[src/rtl/jpt_pkg.sv]
// Shared definitions for the EJTAG PC-trace probe decoder: PCST codes,
// collector states, trace record layout and slot-count helper.
package jpt_pkg;

    localparam logic [2:0] PCST_STL = 3'b000;
    localparam logic [2:0] PCST_JMP = 3'b001;
    localparam logic [2:0] PCST_BRT = 3'b010;
    localparam logic [2:0] PCST_EXP = 3'b011;
    localparam logic [2:0] PCST_SEQ = 3'b100;
    localparam logic [2:0] PCST_TST = 3'b101;
    localparam logic [2:0] PCST_TSQ = 3'b110;
    localparam logic [2:0] PCST_DBM = 3'b111;

    typedef enum logic [2:0] {
        ST_IDLE  = 3'd0,
        ST_ADDR0 = 3'd1,
        ST_ADDR1 = 3'd2,
        ST_ADDR2 = 3'd3,
        ST_ADDR3 = 3'd4,
        ST_VEC   = 3'd5
    } col_state_t;

    // Stall count is appended outside the struct because its width is a
    // per-instance parameter.
    typedef struct packed {
        logic [11:0] slots;
        logic [2:0]  nslot;
        logic        addrv;
        logic        xvec;
        logic [30:0] addr;
        logic        aerr;
        logic        lost;
    } rec_t;

    localparam int REC_BASE_W = 12 + 3 + 1 + 1 + 31 + 1 + 1;

    function automatic int rec_w(input int stlw);
        return REC_BASE_W + stlw;
    endfunction

    // Encoding 3 is reserved on the transmitter and decodes as 4 slots.
    function automatic logic [2:0] mlog2_nslot(input logic [1:0] mlog2);
        case (mlog2)
            2'd0:    return 3'd1;
            2'd1:    return 3'd2;
            default: return 3'd4;
        endcase
    endfunction

endpackage

[src/rtl/ptd_fifo.sv]
// First-word-fall-through record FIFO; data visible the cycle after push.
// Push while full is refused unless a pop happens in the same cycle.
module ptd_fifo #(
    parameter int DEPTH = 8,
    parameter int WIDTH = 8
) (
    input  logic                       i_clk,
    input  logic                       i_rst,
    input  logic                       i_push,
    input  logic [WIDTH-1:0]           i_push_dat,
    output logic                       o_full,
    input  logic                       i_pop,
    output logic                       o_vld,
    output logic [WIDTH-1:0]           o_dat,
    output logic [$clog2(DEPTH+1)-1:0] o_level
);

    localparam int AW = $clog2(DEPTH);
    localparam int LW = $clog2(DEPTH + 1);

    logic [WIDTH-1:0] r_mem [DEPTH];
    logic [AW:0]      r_wr_ptr;
    logic [AW:0]      r_rd_ptr;
    logic             w_empty;
    logic             w_push_ok;
    logic             w_pop_ok;

    assign w_empty   = (r_wr_ptr == r_rd_ptr);
    assign o_full    = (r_wr_ptr[AW] != r_rd_ptr[AW]) &&
                       (r_wr_ptr[AW-1:0] == r_rd_ptr[AW-1:0]);
    assign w_pop_ok  = i_pop & ~w_empty;
    assign w_push_ok = i_push & (~o_full | w_pop_ok);

    always_ff @(posedge i_clk) begin
        if (i_rst) begin
            r_wr_ptr <= '0;
            r_rd_ptr <= '0;
        end else begin
            if (w_push_ok) r_wr_ptr <= r_wr_ptr + 1'b1;
            if (w_pop_ok)  r_rd_ptr <= r_rd_ptr + 1'b1;
        end
    end

    always_ff @(posedge i_clk) begin
        if (w_push_ok) r_mem[r_wr_ptr[AW-1:0]] <= i_push_dat;
    end

    assign o_vld   = ~w_empty;
    assign o_dat   = r_mem[r_rd_ptr[AW-1:0]];
    assign o_level = LW'(r_wr_ptr - r_rd_ptr);

endmodule

[src/rtl/jpt_decode.sv]
// PC-trace pin decoder: one record per valid sample, queued in an FWFT FIFO
// (VALID one cycle after the sample, drops when full). Option: PTD_STL_COMPRESS_EN.
module jpt_decode
    import jpt_pkg::*;
#(
    parameter int DEPTH = 8,
    parameter int STLW  = 8
) (
    input  logic                       SYSCLK,
    input  logic                       RESET_D1_R,
    input  logic [1:0]                 CFG_EJTMLOG2,
    input  logic                       JPT_DREN_R,
    input  logic [11:0]                JPT_PCST_DR,
    input  logic [7:0]                 JPT_TPC_DR,
    input  logic                       PTD_CLR_P,
    output logic                       PTD_REC_VALID,
    input  logic                       PTD_REC_READY,
    output logic [11:0]                PTD_REC_SLOTS,
    output logic [2:0]                 PTD_REC_NSLOT,
    output logic                       PTD_REC_ADDRV,
    output logic                       PTD_REC_XVEC,
    output logic [30:0]                PTD_REC_ADDR,
    output logic                       PTD_REC_AERR,
    output logic                       PTD_REC_LOST,
    output logic [STLW-1:0]            PTD_REC_STLCNT,
    output logic                       PTD_OVF_R,
    output logic                       PTD_BUSY_R,
    output logic [$clog2(DEPTH+1)-1:0] PTD_LEVEL
);

    localparam int RW = rec_w(STLW);

    col_state_t      r_state;
    col_state_t      w_state_nxt;
    logic [23:0]     r_addr_lo;
    logic            r_lost;
    logic            r_ovf;

    logic [2:0]      w_nslot;
    logic [11:0]     w_slot_mask;
    logic [11:0]     w_slots;
    logic            w_aerr;
    logic            w_addrv;
    logic            w_xvec;
    logic [30:0]     w_addr;
    rec_t            w_rec;
    logic [STLW-1:0] w_stlcnt;

    logic            w_wr;
    logic            w_full;
    logic            w_pop;
    logic            w_drop;
    logic            w_fifo_vld;
    logic [RW-1:0]   w_rd_dat;
    rec_t            w_rd_rec;

    assign w_nslot     = mlog2_nslot(CFG_EJTMLOG2);
    assign w_slot_mask = (w_nslot == 3'd1) ? 12'h007 :
                         (w_nslot == 3'd2) ? 12'h03F : 12'hFFF;
    // Inactive slots become STL (000), which the collector ignores.
    assign w_slots     = JPT_PCST_DR & w_slot_mask;

    always_ff @(posedge SYSCLK) begin
        if (RESET_D1_R) begin
            r_state <= ST_IDLE;
        end else if (JPT_DREN_R) begin
            r_state <= w_state_nxt;
        end
    end

    // The sample's TPC is consumed by the collection already in flight; only
    // then are this sample's slots walked, oldest first.
    always_comb begin
        col_state_t v_st;
        w_aerr = 1'b0;
        case (r_state)
            ST_ADDR0: v_st = ST_ADDR1;
            ST_ADDR1: v_st = ST_ADDR2;
            ST_ADDR2: v_st = ST_ADDR3;
            default:  v_st = ST_IDLE;
        endcase
        for (int i = 0; i < 4; i++) begin
            case (w_slots[3*i +: 3])
                PCST_JMP: begin
                    if (v_st != ST_IDLE) w_aerr = 1'b1;
                    v_st = ST_ADDR0;
                end
                PCST_EXP: begin
                    if (v_st != ST_IDLE) w_aerr = 1'b1;
                    v_st = ST_VEC;
                end
                PCST_DBM: begin
                    if (v_st != ST_IDLE) begin
                        w_aerr = 1'b1;
                        v_st   = ST_IDLE;
                    end
                end
                default: ;
            endcase
        end
        w_state_nxt = v_st;
    end

    always_comb begin
        w_addrv = 1'b0;
        w_xvec  = 1'b0;
        w_addr  = '0;
        case (r_state)
            ST_ADDR3: begin
                w_addrv = 1'b1;
                w_addr  = {JPT_TPC_DR[6:0], r_addr_lo};
            end
            ST_VEC: begin
                w_addrv = 1'b1;
                w_xvec  = 1'b1;
                w_addr  = {28'd0, JPT_TPC_DR[2:0]};
            end
            default: ;
        endcase
        w_rec.slots = w_slots;
        w_rec.nslot = w_nslot;
        w_rec.addrv = w_addrv;
        w_rec.xvec  = w_xvec;
        w_rec.addr  = w_addr;
        w_rec.aerr  = w_aerr;
        w_rec.lost  = r_lost;
    end

    always_ff @(posedge SYSCLK) begin
        if (RESET_D1_R) begin
            r_addr_lo <= '0;
        end else if (JPT_DREN_R) begin
            case (r_state)
                ST_ADDR0: r_addr_lo[7:0]   <= JPT_TPC_DR;
                ST_ADDR1: r_addr_lo[15:8]  <= JPT_TPC_DR;
                ST_ADDR2: r_addr_lo[23:16] <= JPT_TPC_DR;
                default: ;
            endcase
        end
    end

`ifdef PTD_STL_COMPRESS_EN
    logic [STLW-1:0] r_stlcnt;
    logic            w_skip;

    assign w_skip   = (w_slots == 12'd0) && !w_addrv;
    assign w_wr     = JPT_DREN_R & ~w_skip;
    assign w_stlcnt = r_stlcnt;

    // A dropped record keeps the run count so the next stored record reports it.
    always_ff @(posedge SYSCLK) begin
        if (RESET_D1_R) begin
            r_stlcnt <= '0;
        end else if (JPT_DREN_R && w_skip) begin
            if (r_stlcnt != '1) r_stlcnt <= r_stlcnt + STLW'(1);
        end else if (w_wr && !w_drop) begin
            r_stlcnt <= '0;
        end
    end
`else
    assign w_wr     = JPT_DREN_R;
    assign w_stlcnt = '0;
`endif

    assign w_pop  = w_fifo_vld & PTD_REC_READY;
    assign w_drop = w_wr & w_full & ~w_pop;

    always_ff @(posedge SYSCLK) begin
        if (RESET_D1_R) begin
            r_lost <= 1'b0;
            r_ovf  <= 1'b0;
        end else begin
            if (w_drop)    r_lost <= 1'b1;
            else if (w_wr) r_lost <= 1'b0;
            if (w_drop)         r_ovf <= 1'b1;
            else if (PTD_CLR_P) r_ovf <= 1'b0;
        end
    end

    ptd_fifo #(
        .DEPTH (DEPTH),
        .WIDTH (RW)
    ) u_fifo (
        .i_clk      (SYSCLK),
        .i_rst      (RESET_D1_R),
        .i_push     (w_wr),
        .i_push_dat ({w_rec, w_stlcnt}),
        .o_full     (w_full),
        .i_pop      (w_pop),
        .o_vld      (w_fifo_vld),
        .o_dat      (w_rd_dat),
        .o_level    (PTD_LEVEL)
    );

    // Record outputs read as zero whenever nothing is queued.
    assign w_rd_rec       = w_rd_dat[RW-1:STLW];
    assign PTD_REC_VALID  = w_fifo_vld;
    assign PTD_REC_SLOTS  = w_fifo_vld ? w_rd_rec.slots : '0;
    assign PTD_REC_NSLOT  = w_fifo_vld ? w_rd_rec.nslot : '0;
    assign PTD_REC_ADDRV  = w_fifo_vld & w_rd_rec.addrv;
    assign PTD_REC_XVEC   = w_fifo_vld & w_rd_rec.xvec;
    assign PTD_REC_ADDR   = w_fifo_vld ? w_rd_rec.addr : '0;
    assign PTD_REC_AERR   = w_fifo_vld & w_rd_rec.aerr;
    assign PTD_REC_LOST   = w_fifo_vld & w_rd_rec.lost;
    assign PTD_REC_STLCNT = w_fifo_vld ? w_rd_dat[STLW-1:0] : '0;

    assign PTD_OVF_R  = r_ovf;
    assign PTD_BUSY_R = (r_state != ST_IDLE);

endmodule

[config.mk]
export PLATFORM = sky130hd
export DESIGN_NAME = jpt_decode
export DESIGN_NICKNAME = d
export VERILOG_FILES = /design/src/rtl/jpt_pkg.sv /design/src/rtl/ptd_fifo.sv /design/src/rtl/jpt_decode.sv
export SDC_FILE = /design/constraint.sdc
export NUM_CORES = 1
export LEC_CHECK = 0
export BUFFER_PORTS_ARGS = -buffer_cell sky130_fd_sc_hd__buf_2
export CAP_MARGIN = 10
export CORE_AREA = 4 4 202 204
export DETAILED_ROUTE_END_ITERATION = 8
export DIE_AREA = 0 0 206 208
export GPL_TIMING_DRIVEN = 0
export PLACE_DENSITY_LB_ADDON = 0.05
export SETUP_SLACK_MARGIN = 0.02
export SLEW_MARGIN = 10
export SYNTH_ARGS = -nofsm -noshare
export SYNTH_HDL_FRONTEND = slang
export SYNTH_SLANG_ARGS = --single-unit
[constraint.sdc]
create_clock -name SYSCLK -period 6.9 [get_ports SYSCLK]
set_input_delay 0.69 -clock SYSCLK [delete_from_list [all_inputs] [get_ports SYSCLK]]
set_output_delay 0.69 -clock SYSCLK [all_outputs]
set_load 0.005 [all_outputs]
### Word level (Yosys, flattened, before mapping)

Memories as Yosys holds them, arrays and structs flattened. A register that Yosys moved wholly into a read port is not among the register bits.
Index checks and enable logic that the tools add are counted.

| storage, ports and cells | value |
|---|---|
| memories kept | 1 |
| bits of input ports | 27 |
| logic and storage cells | 101 |
| output and inout port bits | 65 |
| memory bits (writable) | 400 |
| bits in registers | 37 |

Memory list:

| memory | words | width | rd ports | clocked after memory_dff | write ports | RTL line | source |
|---|---|---|---|---|---|---|---|
| u_fifo.r_mem | 8 | 50 | 1 | 1 | 1 | ptd_fifo.sv:21 | `logic [WIDTH-1:0] r_mem [DEPTH];` |

| cells by class | value |
|---|---|
| eq/ne operators | 23 |
| add/subtract/negate cells | 3 |
| reductions and logical operators | 17 |
| muxes and demuxes | 35 |
| bitwise gates (word level) | 14 |

Operators with widths:

| kind | number |
|---|---|
| $pmux 31 s2 | 1 |
| $pmux 3 s3 | 5 |
| $mux 12 | 3 |
| $mux 31 | 1 |
| $eq 3x2->1 const B | 7 |
| $mux 3 | 7 |
| $eq 3x1->1 const B | 6 |
| $eq 3x3->1 const B | 6 |
| $mux 1 | 16 |
| $reduce_bool 3->1 | 5 |
| $and 12x12->12 | 1 |
| $reduce_or 3->1 | 4 |
| $and 1x1->1 | 9 |
| $add 4x1->4 const B | 2 |
| $mux 8 | 1 |
| $pmux 3 s2 | 1 |
| $reduce_and 2->1 | 3 |
| $eq 4x4->1 | 1 |
| $reduce_bool 2->1 | 2 |
| $sub 4x4->4 | 1 |
| $eq 3x3->1 | 1 |
| $not 1->1 | 3 |
| $eq 2x1->1 const B | 1 |
| $logic_not 2->1 | 1 |
| 4 further kinds | 4 |

### Logic depth before layout (Yosys ltp)

| logic depth | value |
|---|---|
| word-level depth | 17 |
| mapped depth | 9 |
| gate-level depth less buffers | 9 |

### Hierarchy

From an unflattened synthesis, not the netlist that was laid out.

| unflattened totals | value |
|---|---|
| cell total of the unflattened synthesis | 1024 |
| area, all modules | 20275.7 sq um |

By module, submodules not included:

| module | sequential area each (sq um) | cells each | times used | area each (sq um) |
|---|---|---|---|---|
| ptd_fifo | 14153.6 | 743 | 1 | 18236.2 |
| jpt_decode | 580.6 | 281 | 1 | 2039.5 |

### Least setup slack after synthesis

No wires, ideal clock.

| timing path | value |
|---|---|
| path type | flip-flop to flip-flop |
| from | register u_fifo.r_rd_ptr[1] |
| to | memory u_fifo.r_mem[0][0] (netlist bit), enable pin |
| path buffers | 0 |
| slack | 1813 ps |
| data required time | 6381 ps |
| cell stages (with the launch flop) | 7 |
| clock period less this slack | 5087 ps |
| data arrival time | 4568 ps |
| library setup time | 519 ps |
| path through | dfxtp_1 inv_1 ha_1 nand3_1 o31a_2 nand2_1 nor3_1 |

| on the way | value |
|---|---|
| word-level cells in the longest chain between the ends | 8 |
| elaborated cells between the ends (all ways) | 11 |
| those cells by class | eq/ne (2); mux (2); bitwise (6); reduce/logical (1) |

RTL lines:

| what | RTL line | source |
|---|---|---|
| start, declared | ptd_fifo.sv:23 | `logic [AW:0] r_rd_ptr;` |
| start signal, assigned | ptd_fifo.sv:40 | `if (w_pop_ok) r_rd_ptr <= r_rd_ptr + 1'b1;` |
| $eq 4x4->1 | ptd_fifo.sv:28 | `assign w_empty = (r_wr_ptr == r_rd_ptr);` |
| $not 1->1 | ptd_fifo.sv:31, ptd_fifo.sv:48 |  |
| $and 1x1->1 | jpt_decode.sv:165 | `assign w_pop = w_fifo_vld & PTD_REC_READY;` |
| $and 1x1->1 | ptd_fifo.sv:31 | `assign w_pop_ok = i_pop & ~w_empty;` |
| $or 1x1->1 (*) | ptd_fifo.sv:32 | `assign w_push_ok = i_push & (~o_full \| w_pop_ok);` |
| $and 1x1->1 (*) | ptd_fifo.sv:32 |  |
| $mux 1 (*) | ptd_fifo.sv:45 | `if (w_push_ok) r_mem[r_wr_ptr[AW-1:0]] <= i_push_dat;` |
| $mux 1 (implied by the code) (*) | ptd_fifo.sv:45 |  |
| end, declared | ptd_fifo.sv:21 |  |

Mark *: on every way between the ends. The rest lies on a longest branch, timed or not.

==> results.md <==
- Synth area leaders: edfxtp_1 69%, mux4_2 13%, dfxtp_1 4.6%
- DP Area: 0.0189 sq mm
- Fin nets: 1,133
- Antenna viol nets, final: 0
- Post-synth top area cell: edfxtp_1
- Run status: complete, no violations
- Total number of vias: 8,861
- Max Clk Rate: 270 MHz
- Worst EP required: 6.21 ns
- Routed Wire Length: 39,400 microns
- Row cnt: 73
- Global Route Usage Sum: 0.187
- CTS Hold Buffers Added: 0
- Mapped cell area: 0.0173 sq mm
- Number of fill cells: 3,242
- RD Place Congestion: 0.771
- Tot Pwr: 6.17 mW
- Distinct cell type count after synthesis: 38
- Reg area: 0.0128 sq mm
- Critical path endpoint category: output pin
- Synth warn: 0
- Vias in the first global route: 9,264
- Hold Fails Final Rpt: 0
- Total Die Area: 0.0428 sq mm
- Period utilization: 0.536
- Post-route design area: 0.0204 sq mm
- FFs w/ async S/R, synth: 0
- Clock tree buffer depth: 3
- Final setup violation count: 0
- CTS sink count: 440
- Synth top area share: 0.693
- Synthesis-to-finish area growth: 17.7%
- Fin crit period: 3.70 ns
- Remaining DRCs: 0
- Core Box Area: 0.0393 sq mm
- RSZ-0062 raised after global routing: false
- Post-CTS Resized: 0
- Worst hold-check path type: primary input to register
- Worst relative slew slack: 0.346
- Skew final: 0.00825 ns
- Most frequent cell after synthesis: edfxtp_1
- Num CTS Buffers: 46
- # IOs: 92
- Pre-antenna DRT Iters: 5
- Total grt overflow: 0
- CP arrival: 3.01 ns
- TritonCTS clock tree: built
- Share of layout cells above drive strength 1: 0.272
- Die W: 206 microns
- Post-synth EDFFs: 400
- Pins over their slew limit: 0
- CP max FO: 10
- Clock slew at reported path FFs: 0.06 ns
- Post-layout util: 0.519
- DR WL/cell: 23.7 microns
- Die height: 208 microns
- Leak pwr: 6.78 nW
- Worst vdd ir: 0.217 mV
- Area of the multi-input gates: 0.00428 sq mm
- Largest net degree at the start of global routing: 21
- Power density over the cells: 303 mW/mm^2
- Syn avg cell area: 18.5 sq um
- DR vias/cell: 5.33
- Worst-Skew Late Latency: 0.56 ns
- Worst-Margin Slew: 0.981 ns
- Ant. Diodes: 0
- Type of the worst setup path: register to output pin
- Worst setup SP type: register
- First-pass GRT wire length: 59,100 microns
- Setup TNS: 0 ns
- Hpwl dp: 24,400 microns
- Postcts setup bufs: 0
- Sequential fraction of the synthesis area: 0.739
- Initial cell density of the core: 0.441
- PortBufs: 82
- Synth Flop Type: edfxtp_1
- Initial DRC count: 722
- H-tree depth: 2
- Clock root cell: clkbuf_16
- Max-cap violations: 0
- Number of synthesized register bits: 440
- Initial antenna violation count: 2
- Commonest cells post-synth: 400 x edfxtp_1, 100 x mux4_2, 92 x nor2_1, 61 x mux2i_1, 46 x nand2_1
- Gate Count Post-Synth: 935
cells in the final DEF, fill, tap and decap left out, drive strengths merged, types with 2 or more instances in the layout:
cell    synthesis  final
o21ai          10     10
nand2b          4      4
ha              6      6
bufinv          0      4
or3             3      3
buf            27    136
nor3            7      7
nand2          47     47
clkbuf         25     93
a211oi          2      2
dfxtp          40     40
and3            2      2
mux4          100    100
a21oi          29     29
nor2b           6      6
edfxtp        400    400
conb            1      8
nor2           93     93
xnor2           5      5
clkinv          1     14
nor4            2      2
inv            17     17
and2           30     30
xor2            3      3
mux2i          61     61
nand3           6      6
metrics by stage:
stage / worst slack, ns / cells / hold slack (ns)
final: 3.20 / 1661 / 0.408
after floorplan: 1.81 / 942 / 0.432
after detailed placement: 3.00 / 1576 / 0.445
after global routing: 3.04 / 1661 / 0.382
after CTS: 3.12 / 1661 / 0.373
after global placement: -2.54 / 1549 / 0.441
flip-flops by register name, indices dropped and copies added, names as in the netlist, named ones only:
name             flops
r_addr_lo           24
u_fifo.r_rd_ptr      4
r_state              3
r_lost               1
u_fifo.r_wr_ptr      4
u_fifo.r_mem       400
PTD_OVF_R            1
final timing paths:
path              cells past startpoint                             to                       startpoint  slack, ns
setup / recovery                      6               PTD_REC_SLOTS[8]                         register       3.20
hold / removal                        3     r_addr_lo[15]$_SDFFE_PP0P_                    JPT_TPC_DR[7]       0.41
setup reg to reg                      7  u_fifo.r_mem[0][44]$_DFFE_PP_  u_fifo.r_wr_ptr[2]$_SDFFE_PP0P_       4.06
hold reg to reg                       2     r_addr_lo[12]$_SDFFE_PP0P_       r_addr_lo[12]$_SDFFE_PP0P_       0.45
metal layers:
metal  wire length, microns  vias up  track usage  share of wire
met5                     15        -            0        0.00038
met4                    718        4       0.0477          0.018
met3                   2030       62       0.0348          0.051
met2                  19000      232        0.297           0.48
met1                  17700     4577        0.270           0.45
li1                       -     3986            -              -
cell type report:
type | instances | area share
flip-flops and latches | 440 | 0.628
clock inverters | 17 | 0.00877
multi-input cells | 432 | 0.210
well taps | 525 | 0.0322
inverters | 18 | 0.00356
repair buffers | 109 | 0.0391
clock buffers | 68 | 0.0666
plain buffers | 52 | 0.0121
where the power goes:
part           total [mW]  internal, mW  switching, mW
Combinational       0.730         0.319          0.411
Sequential           2.96          2.95         0.0169
Clock                2.48          1.51          0.970
Total                6.17          4.77           1.40
cells by family after synthesis:
| kind of cell | Yosys count | synth area share |
|---|---|---|
| xor gates and xnor gates | 8 | 0.00404 |
| adders and majority gates | 7 | 0.00549 |
| other | 1 | 0.000216 |
| buffers and inverters | 70 | 0.0184 |
| muxes | 161 | 0.165 |
| DFF | 440 | 0.739 |
| and+or+nand+nor | 202 | 0.0525 |
| AOI/OAI and AO/OA | 46 | 0.0147 |
worst max-delay path: stages, from the launching register on:
cell	delay, ns
dfxtp_1	0.31
clkbuf_1	0.55
clkbuf_1	0.71
mux4_2	0.41
mux2i_1	0.25
nor2_1	0.07
buf_2	0.15
Note: power is estimated with default switching activity, not from simulation.
